### src/rtl/uart_rx_fifo_param.sv
// uart_rx_fifo_param: 16x-oversampled UART receiver with per-char error flags
// feeding a first-word-fall-through FIFO, plus break and idle-timeout detect.
//
// Ports:
//   CLK, RESET_N   clock, async active-low reset
//   BAUD_TICK16    1-CLK pulse at 16x baud
//   RX             async serial input, idle high
//   PARITY_EN      parity bit follows data
//   ODD_N_EVEN     1 = odd parity, 0 = even
//   RD_EN          pop FIFO head
//   CLR_OVF        clear OVERFLOW
//   DATA_OUT       head data (0 when empty)
//   PARITY_ERR     head parity error flag
//   FRAMING_ERR    head framing error flag
//   RXRDY          FIFO not empty
//   OVERFLOW       sticky drop flag
//   BREAK_DET      1-CLK pulse per break
//   TIMEOUT        FIFO non-empty and line idle long enough
//   LEVEL          FIFO occupancy
module uart_rx_fifo_param #(
  parameter int DATA_WIDTH   = 8,
  parameter int FIFO_DEPTH   = 16,
  parameter int TIMEOUT_BITS = 40
) (
  input  logic                          CLK,
  input  logic                          RESET_N,
  input  logic                          BAUD_TICK16,
  input  logic                          RX,
  input  logic                          PARITY_EN,
  input  logic                          ODD_N_EVEN,
  input  logic                          RD_EN,
  input  logic                          CLR_OVF,
  output logic [DATA_WIDTH-1:0]         DATA_OUT,
  output logic                          PARITY_ERR,
  output logic                          FRAMING_ERR,
  output logic                          RXRDY,
  output logic                          OVERFLOW,
  output logic                          BREAK_DET,
  output logic                          TIMEOUT,
  output logic [$clog2(FIFO_DEPTH):0]   LEVEL
);

  localparam int AW = $clog2(FIFO_DEPTH);
  localparam int EW = DATA_WIDTH + 2;
  localparam logic [3:0]  LAST_BIT = 4'(DATA_WIDTH - 1);
  localparam logic [AW:0] FULL_LVL = (AW+1)'(FIFO_DEPTH);
  localparam logic [7:0]  TO_MAX   = 8'(TIMEOUT_BITS);

  typedef enum logic [2:0] {
    S_IDLE,
    S_START,
    S_DATA,
    S_PARITY,
    S_STOP,
    S_WAIT_HIGH
  } state_t;

  state_t                  state;
  logic                    rx_m;
  logic                    rx_s;
  logic [1:0]              vote_sr;
  logic [3:0]              tick_cnt;
  logic [3:0]              cnt_n;
  logic [3:0]              bit_cnt;
  logic [DATA_WIDTH-1:0]   shreg;
  logic                    par_bit;
  logic                    perr;
  logic                    vote;
  logic                    mid;
  logic                    start_edge;
  logic                    stop_now;
  logic                    brk;
  logic                    wr_req;
  logic [EW-1:0]           wr_word;

  logic [EW-1:0]           mem [FIFO_DEPTH];
  logic [AW-1:0]           wr_ptr;
  logic [AW-1:0]           rd_ptr;
  logic [EW-1:0]           head;
  logic                    empty;
  logic                    full;
  logic                    pop;
  logic                    push;
  logic                    drop;

  logic [3:0]              to_div;
  logic [7:0]              to_cnt;

  always_ff @(posedge CLK or negedge RESET_N) begin
    if (!RESET_N) begin
      rx_m <= 1'b1;
      rx_s <= 1'b1;
    end else begin
      rx_m <= RX;
      rx_s <= rx_m;
    end
  end

  // vote_sr holds the two previous tick samples; with the current
  // sample they form the ticks 7,8,9 vote at a bit centre.
  assign vote = (vote_sr[1] & vote_sr[0])
              | (vote_sr[1] & rx_s)
              | (vote_sr[0] & rx_s);
  assign cnt_n = tick_cnt + 4'd1;
  assign mid   = (cnt_n == 4'd9);

  assign start_edge = BAUD_TICK16 && (state == S_IDLE)
                   && vote_sr[0] && !rx_s;
  assign stop_now   = BAUD_TICK16 && (state == S_STOP) && mid;
  assign brk        = stop_now && !vote && (shreg == '0) && !par_bit;
  assign wr_req     = stop_now && !brk;
  assign wr_word    = {!vote, perr, shreg};

  always_ff @(posedge CLK or negedge RESET_N) begin
    if (!RESET_N) begin
      state     <= S_IDLE;
      vote_sr   <= 2'b11;
      tick_cnt  <= '0;
      bit_cnt   <= '0;
      shreg     <= '0;
      par_bit   <= 1'b0;
      perr      <= 1'b0;
      BREAK_DET <= 1'b0;
    end else begin
      BREAK_DET <= 1'b0;
      if (BAUD_TICK16) begin
        vote_sr  <= {vote_sr[0], rx_s};
        tick_cnt <= cnt_n;
        unique case (state)
          S_IDLE: begin
            if (vote_sr[0] && !rx_s) begin
              state    <= S_START;
              tick_cnt <= '0;
              bit_cnt  <= '0;
              par_bit  <= 1'b0;
              perr     <= 1'b0;
            end
          end
          S_START: begin
            if (mid) state <= vote ? S_IDLE : S_DATA;
          end
          S_DATA: begin
            if (mid) begin
              shreg   <= {vote, shreg[DATA_WIDTH-1:1]};
              bit_cnt <= bit_cnt + 4'd1;
              if (bit_cnt == LAST_BIT)
                state <= PARITY_EN ? S_PARITY : S_STOP;
            end
          end
          S_PARITY: begin
            if (mid) begin
              par_bit <= vote;
              perr    <= (^shreg) ^ vote ^ ODD_N_EVEN;
              state   <= S_STOP;
            end
          end
          S_STOP: begin
            if (mid) begin
              if (brk) begin
                BREAK_DET <= 1'b1;
                state     <= S_WAIT_HIGH;
              end else begin
                state <= S_IDLE;
              end
            end
          end
          S_WAIT_HIGH: begin
            if (rx_s) state <= S_IDLE;
          end
          default: state <= S_IDLE;
        endcase
      end
    end
  end

  assign empty = (LEVEL == '0);
  assign full  = (LEVEL == FULL_LVL);
  assign pop   = RD_EN && !empty;
  // A full FIFO still takes a char when a pop frees the head slot.
  assign push  = wr_req && (!full || pop);
  assign drop  = wr_req && full && !RD_EN;

  always_ff @(posedge CLK) begin
    if (push) mem[wr_ptr] <= wr_word;
  end

  always_ff @(posedge CLK or negedge RESET_N) begin
    if (!RESET_N) begin
      wr_ptr   <= '0;
      rd_ptr   <= '0;
      LEVEL    <= '0;
      OVERFLOW <= 1'b0;
    end else begin
      if (push) wr_ptr <= wr_ptr + AW'(1);
      if (pop)  rd_ptr <= rd_ptr + AW'(1);
      if (push && !pop)      LEVEL <= LEVEL + 1'b1;
      else if (pop && !push) LEVEL <= LEVEL - 1'b1;
      if (drop)         OVERFLOW <= 1'b1;
      else if (CLR_OVF) OVERFLOW <= 1'b0;
    end
  end

  assign head        = mem[rd_ptr];
  assign DATA_OUT    = empty ? '0 : head[DATA_WIDTH-1:0];
  assign PARITY_ERR  = !empty && head[DATA_WIDTH];
  assign FRAMING_ERR = !empty && head[DATA_WIDTH+1];
  assign RXRDY       = !empty;

  // Idle bit-time counter; saturates at the threshold so TIMEOUT holds.
  always_ff @(posedge CLK or negedge RESET_N) begin
    if (!RESET_N) begin
      to_div <= '0;
      to_cnt <= '0;
    end else if (start_edge || RD_EN) begin
      to_div <= '0;
      to_cnt <= '0;
    end else if (BAUD_TICK16 && (state == S_IDLE)
                 && !empty && (to_cnt != TO_MAX)) begin
      to_div <= to_div + 4'd1;
      if (to_div == 4'd15) to_cnt <= to_cnt + 8'd1;
    end
  end

  assign TIMEOUT = !empty && (to_cnt == TO_MAX);

endmodule

### config.mk
export PLATFORM = sky130hd
export DESIGN_NAME = uart_rx_fifo_param
export DESIGN_NICKNAME = d
export VERILOG_FILES = /design/src/rtl/uart_rx_fifo_param.sv
export SDC_FILE = /design/constraint.sdc
export NUM_CORES = 1
export LEC_CHECK = 0
export ABC_AREA = 1
export ABC_CLOCK_PERIOD_IN_PS = 3600
export CAP_MARGIN = 25
export CORE_UTILIZATION = 57
export DETAILED_ROUTE_END_ITERATION = 10
export PLACE_DENSITY = 0.75
export SLEW_MARGIN = 10
export SYNTH_ARGS = -nofsm -noshare
export SYNTH_HDL_FRONTEND = slang
export SYNTH_SLANG_ARGS = --single-unit
### constraint.sdc
create_clock -name CLK -period 3.6 [get_ports CLK]
set_input_delay 0.72 -clock CLK [delete_from_list [all_inputs] [get_ports CLK]]
set_output_delay 0.72 -clock CLK [all_outputs]
set_load 0.01 [all_outputs]
; Yosys cells after proc, flatten, opt, wreduce, memory -nomap -nowiden
; Memory sizes are Yosys's and may differ from the RTL's.
; Cells that the tools add are included.
; W data, S select, Z words.
[totals]
regBits = 52
mem_bits_rw = 160
latch_bits = 0
input_bits = 8
romBits = 0
memories = 1
word_cells = 134
[memory_table]
columns = memory, depth, width, read_ports, rd_clocked_by_memory_dff, write_ports, line_no
row1 = mem, 16, 10, 1, 0, 1, 76  ; logic [EW-1:0] mem [FIFO_DEPTH];
[classes]
eq_ne = 18
n_addsub = 8
muxes = 37
bitwise_logic = 7
order_cmp = 0
shift = 0
div = 0
multipliers = 0
n_reduce_logical = 47
[ops]
columns = cell, n
row1 = $mux W8, 4
row2 = $mux W3, 9
row3 = $mux W4, 6
row4 = $logic_and A1 B1 Y1, 21
row5 = $add A4 B1 Y4 const B, 5
row6 = $pmux W3 S6, 1
row7 = $ne A2 B2 Y1 const B, 6
row8 = $reduce_bool A2 Y1, 6
row9 = $mux W1, 11
row10 = $mux W5, 2
row11 = $logic_not A1 Y1, 9
row12 = $add A8 B1 Y8 const B, 1
row13 = $eq A4 B4 Y1 const B, 2
row14 = $eq A8 B6 Y1 const B, 1
row15 = $logic_not A8 Y1, 1
row16 = $ne A8 B6 Y1 const B, 1
row17 = $pmux W4 S2, 1
row18 = $reduce_and A4 Y1, 2
row19 = $reduce_and A8 Y1, 1
row20 = $reduce_xor A8 Y1, 1
row21 = $eq A3 B2 Y1 const B, 2
row22 = $eq A3 B3 Y1 const B, 2
row23 = $add A5 B1 Y5 const B, 1
row24 = $eq A5 B5 Y1 const B, 1
row25 = 14 further kinds, 20

; Depth between registers and ports, before layout
[logic_depth]
word_depth = 14
ltp_mapped = 16
mapped_depth_nobuf = 16

; Worst setup path after synthesis
; Ideal clock, no wire load.
[synth_timing]
kind = input port to flip-flop
start = input BAUD_TICK16
end = register LEVEL[4]
t_arrival_ns = 2.490
path_buffers = 1
setup_ns = 0.065
path_stages = 14
slack_ns = 1.045
required_ns = 3.535
cell_sequence = buf_4 inv_4 nor3_4 nand4_2 inv_1 ha_1 inv_1 fa_1 nand2_1 nand2_1 a21oi_1 xor2_1 nand2_1 nand2_1
[synth_between]
elab_chain_cells = 11
word_cells_on_any_way = 13
cone_classes = 1 x mux / 12 x reduce/logical
[synth_lines]
columns = element, line_no
row1 = "start, declared", 27  ; input logic BAUD_TICK16,
row2 = $logic_and A1 B1 Y1 (*) (2 in series), 109  ; assign stop_now = BAUD_TICK16 && (state == S_STOP) && mid;
row3 = $logic_and A1 B1 Y1 (3 in series), 110  ; assign brk = stop_now && !vote && (shreg == '0) && !par_bit;
row4 = $logic_not A1 Y1, 111  ; assign wr_req = stop_now && !brk;
row5 = $logic_and A1 B1 Y1 (*), 111
row6 = $logic_and A1 B1 Y1 (*), 180  ; assign push = wr_req && (!full || pop);
row7 = via push, 83  ; logic push;
row8 = $logic_not A1 Y1, 197  ; else if (pop && !push) LEVEL <= LEVEL - 1'b1;
row9 = $logic_and A1 B1 Y1, 197
row10 = $reduce_bool A2 Y1 (no line), --
row11 = "end signal, assigned", 196  ; if (push && !pop) LEVEL <= LEVEL + 1'b1;
row12 = "end signal, assigned", 197
row13 = "end, declared", 40  ; output logic [$clog2(FIFO_DEPTH):0] LEVEL
; Mark *: on every way through the listed nets, which the timed path passes. The rest lies on a longest branch.
; A chain may end at the register's enable or synchronous reset.

; Worst setup path after layout
[layout_timing]
start = register rd_ptr[0]
end = output FRAMING_ERR
[layout_between]
elab_chain_cells = 2
[layout_lines]
columns = element, line_no
row1 = "start, declared", 78  ; logic [AW-1:0] rd_ptr;
row2 = "start signal, assigned", 195  ; if (pop) rd_ptr <= rd_ptr + AW'(1);
row3 = $mem_v2 Z16 W10, --
row4 = $logic_and A1 B1 Y1, 206  ; assign FRAMING_ERR = !empty && head[DATA_WIDTH+1];
row5 = "end, declared", 35  ; output logic FRAMING_ERR,
; Every way passes these cells.

==> results_dict.tcl <==
set metrics [dict create \
    cts_hold_buf 0 \
    tightest_slew_ps 1010 \
    hold_path_class "in -> async" \
    finalSetupViolCount 0 \
    min_period_ps 3470 \
    synth_edf_count 160 \
    postRouteWirelength_um 21500 \
    ys.flop_type "edfxtp_1" \
    comb_power_share_pct 34.9 \
    synthDistinctLibCells 37 \
    clock_path_buffers 3 \
    drtAntennaViolNets 0 \
    power_frac_seq_pct 37.6 \
    crit-reg2reg-launch "shreg[4]$_DFFE_PN0P_" \
    grt.overflow.total 0 \
    drt_iter0_drc 503 \
    coreArea_um2 16600 \
    worst-setup-path-type "reg -> out" \
    status "finished clean" \
    final_cells 1246 \
    fin_crit_sh_pct 96.3 \
    utilization_pct 66.3 \
    hold_violations 0 \
    viasPerCell 5.57 \
    start_kind "flop" \
    grt_usage_pct 25.2 \
    synth_area_um2 9720 \
    maxSlewHeadroom_pct 33.0 \
    syn-instance-count 966 \
    area_growth_pct 13.5 \
    intPower_mw 5.00 \
    power.density_nw_per_um2 706 \
    drv_slew 0 \
    drive_above_1_share_pct 9.94 \
    critPathRequiredTime_ps 2880 \
    crit_start "rd_ptr[0]$_DFFE_PN0P_" \
    grt_pass1_vias 6516 \
    critPathMaxFanout 19 \
    h-tree-depth 1 \
    wl_per_cell_um 17.3 \
    p_sw_share_pct 35.9 \
    die_w_um 133 \
    arrival_ps 2750 \
    numCtsBuffers 22 \
    p_switching_mw 2.80 \
    die_y_um 133 \
    path_clk_slew_ps 60 \
    die_area_um2 17600 \
    fin_nets 1038 \
    p_leak_nw 4.63 \
    vias 6935 \
    p_clk_share_pct 27.5 \
    cts_resized 0 \
    cts_root_buf "clkbuf_16" \
    place_area_um2 10300 \
    insertedDiodeCount 0 \
    synth-seq-cells 212 \
    avgSynthCellArea_um2 10.1 \
    drc 0 \
    final_area_um2 11000 \
    cts_tree "built" \
    cts_sinks 212 \
    worstSetupEndpointType "primary output" \
    clk_latency_ps 490 \
    final_cell_mix "336 x nand2_1, 160 x edfxtp_1, 155 x nand3_1" \
    seq_area_frac_synth_pct 62.9 \
    synth_nets 994 \
    grt_antenna_before_repair 0 \
    async_reset_ff_share_pct 24.5 \
    yosysWarnings 0 \
    finClkSkew_ps 7.06 \
    cts_setup_buffers 0 \
    rows 47 \
    drt_first_pass_iters 5 \
    initial_core_util_pct 58.4 \
    vdd_drop_max_mv 0.429 \
    cap_violations 0 \
    grt_pass1_wl_um 34200 \
    dp_hpwl_um 13300 \
    final_common_cell "nand2_1" \
    gp_congestion 0.882 \
    placed_cells 1206 \
    grt_max_degree 83 \
    ioPinCount 27 \
    rsz0062_at_grt "no" \
    io_buffers 26 \
    timing.fmax_ghz 0.288 \
    setup-tns-final_ps 0 \
]
synth_stat cells (3+ instances only):
cell | count | area, um2
nand2_1 | 336 | 1260
edfxtp_1 | 160 | 4800
nand3_1 | 155 | 776
inv_1 | 51 | 191
dfrtp_1 | 48 | 1200
nor2_1 | 46 | 173
buf_2 | 25 | 125
ha_1 | 19 | 238
nand4_1 | 17 | 106
a21oi_1 | 14 | 70.1
xor2_1 | 13 | 114
clkbuf_1 | 11 | 41.3
o21ai_1 | 9 | 45.0
nand4_2 | 7 | 87.6
o21ai_0 | 7 | 35.0
inv_2 | 6 | 22.5
nand2_4 | 5 | 56.3
dfstp_2 | 4 | 105
nand3b_1 | 3 | 22.5
nor2_2 | 3 | 18.8
nor3_1 | 3 | 15.0
xnor2_1 | 3 | 26.3
cell type report:
type                            count  area [um2]
Timing Repair Buffer               59         528
Inverter                           59         226
Clock inverter                      8        70.1
Fill cell                        1267        5610
Multi-Input combinational cell    656        3200
Clock buffer                       32         619
Tap cell                          220         275
Sequential cell                   212        6110
final timing paths:
check	end	slack (ps)	cells after the start
worst max-delay path	FRAMING_ERR	130	9
worst min-delay path	shreg[4]$_DFFE_PN0P_	260	1
worst max register to register	LEVEL[4]$_DFFE_PN0P_	540	16
worst min register to register	rx_s$_DFF_PN1_	360	0
max in group asynchronous	vote_sr[0]$_DFFE_PN1P_	2520	2
min in group CLK	rx_s$_DFF_PN1_	360	0
kinds of logic after synthesis:
kind of cell / share of synthesized area [%]
XOR/XNOR: 1.44
buffers and inverters: 4.20
flip-flops: 62.9
AND/OR/NAND/NOR: 26.8
AO/OA/AOI/OAI: 1.83
adder cells (fa/ha/maj): 2.65
multiplexers: 0.219
through the flow:
| stage | hold WS [ps] | setup slack [ps] | total power, mW |
|---|---|---|---|
| floorplan | 345 | 1040 | 4.71 |
| global placement | 349 | 489 | 5.60 |
| detailed placement | 348 | 457 | 5.66 |
| CTS | 266 | 132 | 7.83 |
| global route | 293 | 0.738 | 8.24 |
| finish | 256 | 133 | 7.79 |
power by group through the flow:
stage | sequential [mW] | combinational [mW] | clock [mW]
detailed placement | 2.97 | 2.69 | 0
finish | 2.93 | 2.72 | 2.14
global placement | 2.97 | 2.63 | 0
global route | 2.95 | 3.02 | 2.28
floorplan | 2.92 | 1.79 | 0
CTS | 2.93 | 2.72 | 2.18
critical path, stage by stage, from the launching register on:
cell and delay [ps]:
dfrtp_2 430, inv_2 290, buf_4 280, nand2_1 70, nand3_1 70, nand3_1 90, nand2_1 110, nand2_1 50
a21oi_1 270, clkdlybuf4s50_1 590
sequential cells by signal (all words and copies together) (netlist names), 5 cells and up:
register,count
LEVEL,5
to_cnt,8
shreg,8
mem,160
metal layers:
layer,share of wire (%),track usage [%]
met1,43,34.6
met2,48,41.6
met3,6.2,3.52
met4,2.5,8.30
met5,0,0
Note: power is estimated with default switching activity, not from simulation.
